[src/rtl/pipe_ctrl_pkg.sv]
// Shared types and constants for the pipeline hazard controller: FSM states,
// forwarding select codes and the register-dependency test used by every path.
package pipe_ctrl_pkg;

  typedef enum logic [1:0] {
    RUN   = 2'd0,
    MWAIT = 2'd1,
    FAULT = 2'd2
  } state_e;

  localparam logic [1:0] FWD_RF = 2'b00;
  localparam logic [1:0] FWD_W  = 2'b01;
  localparam logic [1:0] FWD_M  = 2'b10;

  typedef struct packed {
    logic stall_f;
    logic stall_d;
    logic stall_e;
    logic stall_m;
    logic flush_d;
    logic flush_e;
    logic flush_w;
  } hazard_ctl_t;

  // x0 is hard-wired to zero, so a write to it never creates a dependency.
  function automatic logic dep_hit(input logic [4:0] rd,
                                   input logic [4:0] rs,
                                   input logic       we);
    return we && (rd != 5'd0) && (rd == rs);
  endfunction

endpackage

[src/rtl/fwd_sel.sv]
// Operand forwarding mux select for one Execute-stage source register.
// Memory stage holds the younger result, so it wins over Writeback.
module fwd_sel
  import pipe_ctrl_pkg::*;
(
  input  logic [4:0] i_rs,
  input  logic [4:0] i_rd_m,
  input  logic [4:0] i_rd_w,
  input  logic       i_reg_write_m,
  input  logic       i_reg_write_w,
  output logic [1:0] o_fwd
);

  always_comb begin
    // NOTE: every combinational output gets a default first so no path leaves it unassigned (no latch).
    o_fwd = FWD_RF;
    if (dep_hit(i_rd_m, i_rs, i_reg_write_m)) begin
      o_fwd = FWD_M;
    end else if (dep_hit(i_rd_w, i_rs, i_reg_write_w)) begin
      o_fwd = FWD_W;
    end
  end

endmodule

[src/rtl/pipeline_hazard_ctrl.sv]
// Hazard unit for a 5-stage pipeline: forwarding, load-use stall, branch flush,
// and a data-memory wait FSM with timeout fault and a saturating stall counter.
module pipeline_hazard_ctrl
  import pipe_ctrl_pkg::*;
#(
  parameter int DMEM_TIMEOUT = 15,
  parameter int CNT_W        = 32
) (
  input  logic             clk,
  input  logic             reset_n,
  input  logic [4:0]       Rs1D,
  input  logic [4:0]       Rs2D,
  input  logic [4:0]       Rs1E,
  input  logic [4:0]       Rs2E,
  input  logic [4:0]       RdE,
  input  logic [4:0]       RdM,
  input  logic [4:0]       RdW,
  input  logic             ResultSrcE0,
  input  logic             RegWriteM,
  input  logic             RegWriteW,
  input  logic             PCSrcE,
  input  logic             MemAccessM,
  input  logic             dmem_ready,
  output logic [1:0]       ForwardAE,
  output logic [1:0]       ForwardBE,
  output logic             StallF,
  output logic             StallD,
  output logic             StallE,
  output logic             StallM,
  output logic             FlushD,
  output logic             FlushE,
  output logic             FlushW,
  output logic             mem_fault,
  output logic [CNT_W-1:0] stall_cycles
);

  localparam int WAIT_W = (DMEM_TIMEOUT < 2) ? 1 : $clog2(DMEM_TIMEOUT + 1);

  state_e             r_state;
  state_e             w_next_state;
  logic [WAIT_W-1:0]  r_wait_cnt;
  logic [WAIT_W-1:0]  w_wait_cnt_next;
  logic               r_mem_fault;
  logic [CNT_W-1:0]   r_stall_cycles;
  logic               w_lw;
  logic               w_mbusy;
  logic [1:0]         w_fwd_a;
  logic [1:0]         w_fwd_b;
  hazard_ctl_t        w_ctl;

  fwd_sel u_fwd_a (
    .i_rs          (Rs1E),
    .i_rd_m        (RdM),
    .i_rd_w        (RdW),
    .i_reg_write_m (RegWriteM),
    .i_reg_write_w (RegWriteW),
    .o_fwd         (w_fwd_a)
  );

  fwd_sel u_fwd_b (
    .i_rs          (Rs2E),
    .i_rd_m        (RdM),
    .i_rd_w        (RdW),
    .i_reg_write_m (RegWriteM),
    .i_reg_write_w (RegWriteW),
    .o_fwd         (w_fwd_b)
  );

  assign w_lw    = ResultSrcE0 &
                   (dep_hit(RdE, Rs1D, 1'b1) | dep_hit(RdE, Rs2D, 1'b1));
  assign w_mbusy = MemAccessM & ~dmem_ready & (r_state != FAULT);

  always_comb begin
    w_next_state    = r_state;
    w_wait_cnt_next = r_wait_cnt;
    w_ctl           = '0;

    unique case (r_state)
      RUN: begin
        if (w_mbusy) begin
          w_next_state    = MWAIT;
          w_wait_cnt_next = WAIT_W'(1);
        end
      end
      MWAIT: begin
        // A withdrawn access releases the freeze just like a completed one.
        if (!w_mbusy) begin
          w_next_state    = RUN;
          w_wait_cnt_next = '0;
        end else if (r_wait_cnt == WAIT_W'(DMEM_TIMEOUT)) begin
          w_next_state    = FAULT;
        end else begin
          w_wait_cnt_next = r_wait_cnt + WAIT_W'(1);
        end
      end
      FAULT: w_next_state = FAULT;
      default: begin
        w_next_state    = RUN;
        w_wait_cnt_next = '0;
      end
    endcase

    // Control outputs are forced quiet while reset is held.
    if (!reset_n) begin
      w_ctl = '0;
    end else if (r_state == FAULT) begin
      w_ctl.stall_f = 1'b1;
      w_ctl.stall_d = 1'b1;
      w_ctl.stall_e = 1'b1;
      w_ctl.stall_m = 1'b1;
    end else if (w_mbusy) begin
      w_ctl.stall_f = 1'b1;
      w_ctl.stall_d = 1'b1;
      w_ctl.stall_e = 1'b1;
      w_ctl.stall_m = 1'b1;
      w_ctl.flush_w = 1'b1;
    end else begin
      w_ctl.stall_f = w_lw & ~PCSrcE;
      w_ctl.stall_d = w_lw & ~PCSrcE;
      w_ctl.flush_d = PCSrcE;
      w_ctl.flush_e = w_lw | PCSrcE;
    end
  end

  always_ff @(posedge clk or negedge reset_n) begin
    if (!reset_n) begin
      r_state     <= RUN;
      r_wait_cnt  <= '0;
      r_mem_fault <= 1'b0;
    end else begin
      // NOTE: sequential state uses non-blocking assignment so all flops update together at the edge.
      r_state     <= w_next_state;
      r_wait_cnt  <= w_wait_cnt_next;
      r_mem_fault <= r_mem_fault | (w_next_state == FAULT);
    end
  end

  always_ff @(posedge clk or negedge reset_n) begin
    if (!reset_n) begin
      r_stall_cycles <= '0;
    end else if (w_ctl.stall_f && (r_stall_cycles != '1)) begin
      r_stall_cycles <= r_stall_cycles + CNT_W'(1);
    end
  end

  assign ForwardAE    = reset_n ? w_fwd_a : FWD_RF;
  assign ForwardBE    = reset_n ? w_fwd_b : FWD_RF;
  assign StallF       = w_ctl.stall_f;
  assign StallD       = w_ctl.stall_d;
  assign StallE       = w_ctl.stall_e;
  assign StallM       = w_ctl.stall_m;
  assign FlushD       = w_ctl.flush_d;
  assign FlushE       = w_ctl.flush_e;
  assign FlushW       = w_ctl.flush_w;
  assign mem_fault    = r_mem_fault;
  assign stall_cycles = r_stall_cycles;

endmodule

[config.mk]
export PLATFORM = sky130hd
export DESIGN_NAME = pipeline_hazard_ctrl
export DESIGN_NICKNAME = d
export VERILOG_FILES = /design/src/rtl/pipe_ctrl_pkg.sv /design/src/rtl/fwd_sel.sv /design/src/rtl/pipeline_hazard_ctrl.sv
export SDC_FILE = /design/constraint.sdc
export NUM_CORES = 1
export LEC_CHECK = 0
export BUFFER_PORTS_ARGS = -buffer_cell sky130_fd_sc_hd__buf_2
export CORE_ASPECT_RATIO = 1.25
export CORE_MARGIN = 5
export CORE_UTILIZATION = 35
export CTS_BUF_LIST = sky130_fd_sc_hd__clkbuf_16
export CTS_CLUSTER_SIZE = 30
export DETAILED_ROUTE_END_ITERATION = 8
export GPL_TIMING_DRIVEN = 0
export HOLD_SLACK_MARGIN = 0.06
export SYNTH_ARGS = -nofsm -noshare
export SYNTH_HDL_FRONTEND = slang
export SYNTH_HIERARCHICAL = 1
export SYNTH_SLANG_ARGS = --single-unit
export TNS_END_PERCENT = 30
[constraint.sdc]
create_clock -name clk -period 2.44 [get_ports clk]
set_input_delay 0.488 -clock clk [delete_from_list [all_inputs] [get_ports clk]]
set_output_delay 0.488 -clock clk [all_outputs]
set_load 0.01 [all_outputs]
### Word level (Yosys, flattened, before mapping)

Index checks and enable logic that the tools add are counted.

* register bits: 39
* input bits: 43
* output and inout bits: 44
* logic and storage cells: 65

* add/sub/neg operators: 2
* eq/ne operators: 14
* multiplexer cells: 21
* bitwise operators: 10
* reductions and logical operators: 14

Operator list (number)
* 32-bit by 1-bit adder with 32-bit output (second input constant): 1
* 32-bit inequality test (second input constant): 1
* 5-bit equality test: 6
* 2-bit two-way mux: 10
* 4-bit two-way mux: 4
* 5-bit nonzero test: 3
* 4-bit case mux with 3 select lines: 1
* 1-bit logical AND: 9
* 7-bit two-way mux: 1
* 2-bit case mux with 3 select lines: 1
* 4-bit by 1-bit adder with 4-bit output (second input constant): 1
* 1-bit bitwise AND: 4
* 2-bit equality test (second input constant): 2
* 4-bit equality test (second input constant): 1
* 2-bit inequality test (second input constant): 2
* 1-bit two-way mux: 3
* 3-bit two-way mux: 1
* 3-bit inequality test (second input constant): 1
* 1-bit inverter: 3
* 1-bit bitwise OR: 3
* 3-bit AND reduction: 1
* 2-bit by 1-bit equality test with 1-bit output (second input constant): 1
* 2-bit zero test: 1

### Logic depth before layout (Yosys ltp)

* depth in word-level cells: 9
* gate-level depth with buffers: 8
* gate-level depth less buffers: 7

### By module

Netlist, hierarchy kept.

By module, submodules not included
* pipeline_hazard_ctrl: times used 1, cells an instance 218, area each 2239.6 sq um
* fwd_sel: times used 2, cells an instance 20, area each 151.4 sq um

### Least setup slack after synthesis

No wires, ideal clock.

* path type: input to output
* start point: input RdE[3]
* end point: output StallF
* arrival time: 1630 ps
* data required time: 1952 ps
* path slack: 322 ps
* stages: 6
* buffers on the path: 2
* cells stage by stage: xor2_1 > nor3_1 > a22oi_1 > o31ai_4 > buf_6 > buf_4

* longest elaborated chain between the ends: 8

Ends and longest elaborated chain
* start: declaration: RTL line pipeline_hazard_ctrl.sv:15 `input logic [4:0] RdE,`
* 5-bit equality test or 5-bit nonzero test (tied branches): RTL line pipe_ctrl_pkg.sv:29 `return we && (rd != 5'd0) && (rd == rs);`
* 1-bit logical AND: RTL line pipe_ctrl_pkg.sv:29
* 1-bit bitwise OR *: RTL line pipeline_hazard_ctrl.sv:70 `(dep_hit(RdE, Rs1D, 1'b1) | dep_hit(RdE, Rs2D, 1'b1));`
* 1-bit bitwise AND *: RTL line pipeline_hazard_ctrl.sv:69 `assign w_lw = ResultSrcE0 &`
* 1-bit bitwise AND *: RTL line pipeline_hazard_ctrl.sv:118 `w_ctl.stall_f = w_lw & ~PCSrcE;`
* 2-bit two-way mux *: RTL line pipeline_hazard_ctrl.sv:111 `end else if (w_mbusy) begin`
* 4-bit two-way mux *: RTL line pipeline_hazard_ctrl.sv:106 `end else if (r_state == FAULT) begin`
* 7-bit two-way mux *: RTL line pipeline_hazard_ctrl.sv:104 `if (!reset_n) begin`
* end: declaration: RTL line pipeline_hazard_ctrl.sv:26 `output logic StallF,`

Mark *: on every way between the ends. The rest lies on a longest branch, timed or not.

### Worst setup path in the final report

* start point: input RdE[1]
* end point: output StallF

Same word-level chain as after synthesis.

==> flow_summary_export.csv <==
group,metric,value,unit
outcome,status,"finished, final reports clean",
yosys,synth_commonest_cells,"39 x dfrtp_1, 32 x xor2_1, 24 x nand2_1, 24 x xnor2_1, 23 x nor2_1",
worst_setup_path,critPathBufInv,4,
floorplan,ioPinCount,87,
sta,setup_ws,0.07733,ns
drt,via_count,2222,
final_layout,postLayoutCoreUtil,46.33,%
worst_setup_path,crit_family,"simple AND/OR/NAND/NOR gates",
worst_setup_path,critical_path.cell_chain,"buf_2 > or4_4 > o21ai_4 > o31ai_4 > buf_6 > buf_4 > buf_2",
yosys,ys_seq_area_share,38.39,%
power_and_ir_drop,pwr-share-seq,43.4,%
sta,rsz0062_at_grt,"false",
clock_network,cts.sinks,39,
floorplan,fp-row-count,34,
power_and_ir_drop,internal-power,1.234,mW
clock_network,cts_made_buffers,5,
power_and_ir_drop,clockPowerShare,36.5,%
drt,avgViaCountPerCell,5.016,
place,postPlaceCellArea,3085,um^2
drt,dr.pass1.iters,4,
grt,grt_max_degree,48,
final_layout,num-fill-cells,712,
sta,period_minus_slack,2.363,ns
yosys,synthCells,258,
yosys,synth_top_cell_by_area,"dfrtp_1",
final_layout,diodes,0,
power_and_ir_drop,powerDensity,539.7,nW/um^2
sta,setup_viol,0,
worst_setup_path,slowest_delay,0.54,ns
yosys,synth_most_common_cell,"dfrtp_1",
grt,grt_pass1_vias,2328,
drt,drtAntennaViolNets,0,
clock_network,root_buffer,"clkbuf_16",
grt,grt_pass1_wl,10670,um
worst_setup_path,critPathMaxFanout,11,
worst_setup_path,cp-startpoint,"RdE[1]",
floorplan,die-height,105.3,um
worst_setup_path,slowest_stage,"or4_4",
clock_network,path_clk_slew,0.06,ns
worst_setup_path,cp-end-kind,"output pin",
sta,hold_viol,0,
grt,grt_antenna_before_repair,0,
grt,grtUsageTotal,14.24,%
yosys,synth_seq_cells,39,
final_layout,area_delta_synth_final,27.90,%
floorplan,die_area,9079,um^2
power_and_ir_drop,ir_drop,257.3,uV
final_layout,layout-drive-gt1-share,37.68,%
worst_setup_path,worstPathRequired,1.95,ns
clock_network,h-tree-depth,2,
place,port_buffers,86,
floorplan,dieWidth,86.23,um
grt,grt_overflow,0,
power_and_ir_drop,pwr-share-comb,20.1,%
place,pre_cts_ws,-0.5095,ns
floorplan,start_util,36.22,%
clock_network,clk_path_buf_depth,2,
sta,skew,0.009496,ns
sta,timing.final.crit_share,96.83,%
worst_setup_path,reg2reg_depth,8,
power_and_ir_drop,netSwitchingFraction,29.66,%
power_and_ir_drop,switching_power,0.5206,mW
worst_setup_path,worstSetupEndpoint,"StallF",
sta,finalSetupTns,0,ns
sta,max_freq,0.4233,GHz
worst_setup_path,rrSetupSlack,0.28,ns
sta,maxSlewHeadroom,70.85,%
place,gp_congestion,0.8434,
final_layout,seq_area,975.9,um^2
worst_setup_path,worstSetupPathDepth,7,
yosys,async_reset_ff_share,100.0,%
drt,remaining_drc_errors,0,
worst_setup_path,cp.arrival,1.87,ns
sta,tightest_slew,0.4339,ns
worst_setup_path,cp-start-kind,"primary input",
final_layout,finish.net_count,397,
yosys,synth.distinct_cells,52,
clock_network,clock_latency,0.28,ns
worst_hold_path,hp-class,"primary input to asynchronous set/reset pin",
sta,finalMaxSlewViolations,0,
drt,wl,6139,um
power_and_ir_drop,p_total,1.755,mW
yosys,syn_area_per_cell,9.854,um^2
yosys,synth_ff_type,"dfrtp_1",
place,hpwl,4805,um
yosys,synth.top_cell.area_share,38.39,%
yosys,synth_nets,303,
worst_setup_path,worstReg2RegStart,"stall_cycles[0]",
worst_setup_path,critPathKind,"primary input to output pin",
worst_setup_path,cpMostUsedCell,"buf_2",
final_layout,multi_input_area,1519,um^2
yosys,yosysWarnings,6,
yosys,synthTopCellsByArea,"dfrtp_1 38%, xor2_1 11%, xnor2_1 8.3%",
final_layout,fin_area,3252,um^2
floorplan,core_area,7019,um^2
power_and_ir_drop,leakagePower,1.593,nW
drt,avgRoutedWirePerCell,13.86,um
drt,drtIter0Drc,53,
clock_network,hold_buffers,0,
worst_setup_path,r2r_end,"stall_cycles[13]",
flow_run,cap_violations,0,
clock_network,cts_tree,"yes",
yosys,synth_edf_count,0,
yosys,syn-cell-area,2542,um^2
[worst reg2reg max path: stages, from the launching register on]
cell and delay, ns:
dfrtp_1 0.41, ha_1 0.22, nand4_1 0.24, nor4_4 0.45
nand3_2 0.14, nand3b_4 0.18, buf_6 0.17, nor2_1 0.07
xor2_1 0.14
[how the worst min path moves through the flow]
stage / start / to / slack, ns
finish: reset_n / stall_cycles[16] / 0.11
global route: reset_n / stall_cycles[4] / 0.16
CTS: reset_n / stall_cycles[4] / 0.13
detailed placement: mem_fault / mem_fault / 0.45
global placement: mem_fault / mem_fault / 0.45
floorplan: reset_n / mem_fault / 0.19
[cells by family after synthesis]
| group | Yosys count | synth area share [%] |
|---|---|---|
| and+or+nand+nor | 128 | 29.53 |
| xor gates and xnor gates | 56 | 19.29 |
| DFF | 39 | 38.39 |
| AOI/OAI and AO/OA | 21 | 8.268 |
| buffers and inverters | 9 | 2.263 |
| muxes | 3 | 1.279 |
| adders and majority gates | 2 | 0.9841 |
[cells in the final DEF (no fill, tap or decap), drive strengths merged, types with 3 or more instances in the layout]
cell / instances
nor4: 6
o22ai: 3
nor2: 23
nand2: 25
o21ai: 4
nand3: 22
xnor2: 24
nand4: 12
clkbuf: 5
clkinv: 3
xor2: 32
and3: 5
and2: 6
inv: 4
nor3: 17
dfrtp: 39
a21oi: 3
buf: 92
[power groups by stage]
stage | Sequential, mW | Clock [mW] | Combinational (mW)
3_3_place_gp | 0.772 | 0 | 0.346
3_5_place_dp | 0.774 | 0 | 0.353
5_1_grt | 0.770 | 0.685 | 0.395
2_1_floorplan | 0.788 | 0 | 0.175
6_report | 0.761 | 0.641 | 0.352
4_1_cts | 0.762 | 0.658 | 0.358
[flip-flops by register name, summed over array words and instances (netlist names)]
register      flops
mem_fault         1
r_state           2
r_wait_cnt        4
stall_cycles     32
[final cells by class]
cell class	count	area share (%)
inverter	4	0.5002
multi-input combinational	210	46.71
clock inverter	3	0.5387
timing repair buffer	87	13.66
tap	90	3.463
sequential	39	30.01
clock buffer	5	3.848
buffer	5	1.270
[per-stage QoR]
stage                     hold WS, ns  std cells
after CTS                      0.1344        443
final                          0.1106        443
after global placement         0.4538        434
after global routing           0.1598        443
after floorplan                0.1924        258
after detailed placement       0.4511        434
[per-layer routing]
| metal | vias to the layer above | routed length [um] | track usage (%) |
|---|---|---|---|
| met5 | - | 0 | 0 |
| met4 | 0 | 95 | 4.900 |
| met3 | 6 | 451 | 3.279 |
| met2 | 70 | 3049 | 25.03 |
| met1 | 1047 | 2542 | 16.87 |
| li1 | 1099 | - | - |
[timing repair]
item                       in CTS  in global routing
buffers inserted                1                  0
pin swaps                       1                  0
setup endpoints to repair       2                  1
gates resized for setup         2                  2
Power figures use the tool's default switching activity.
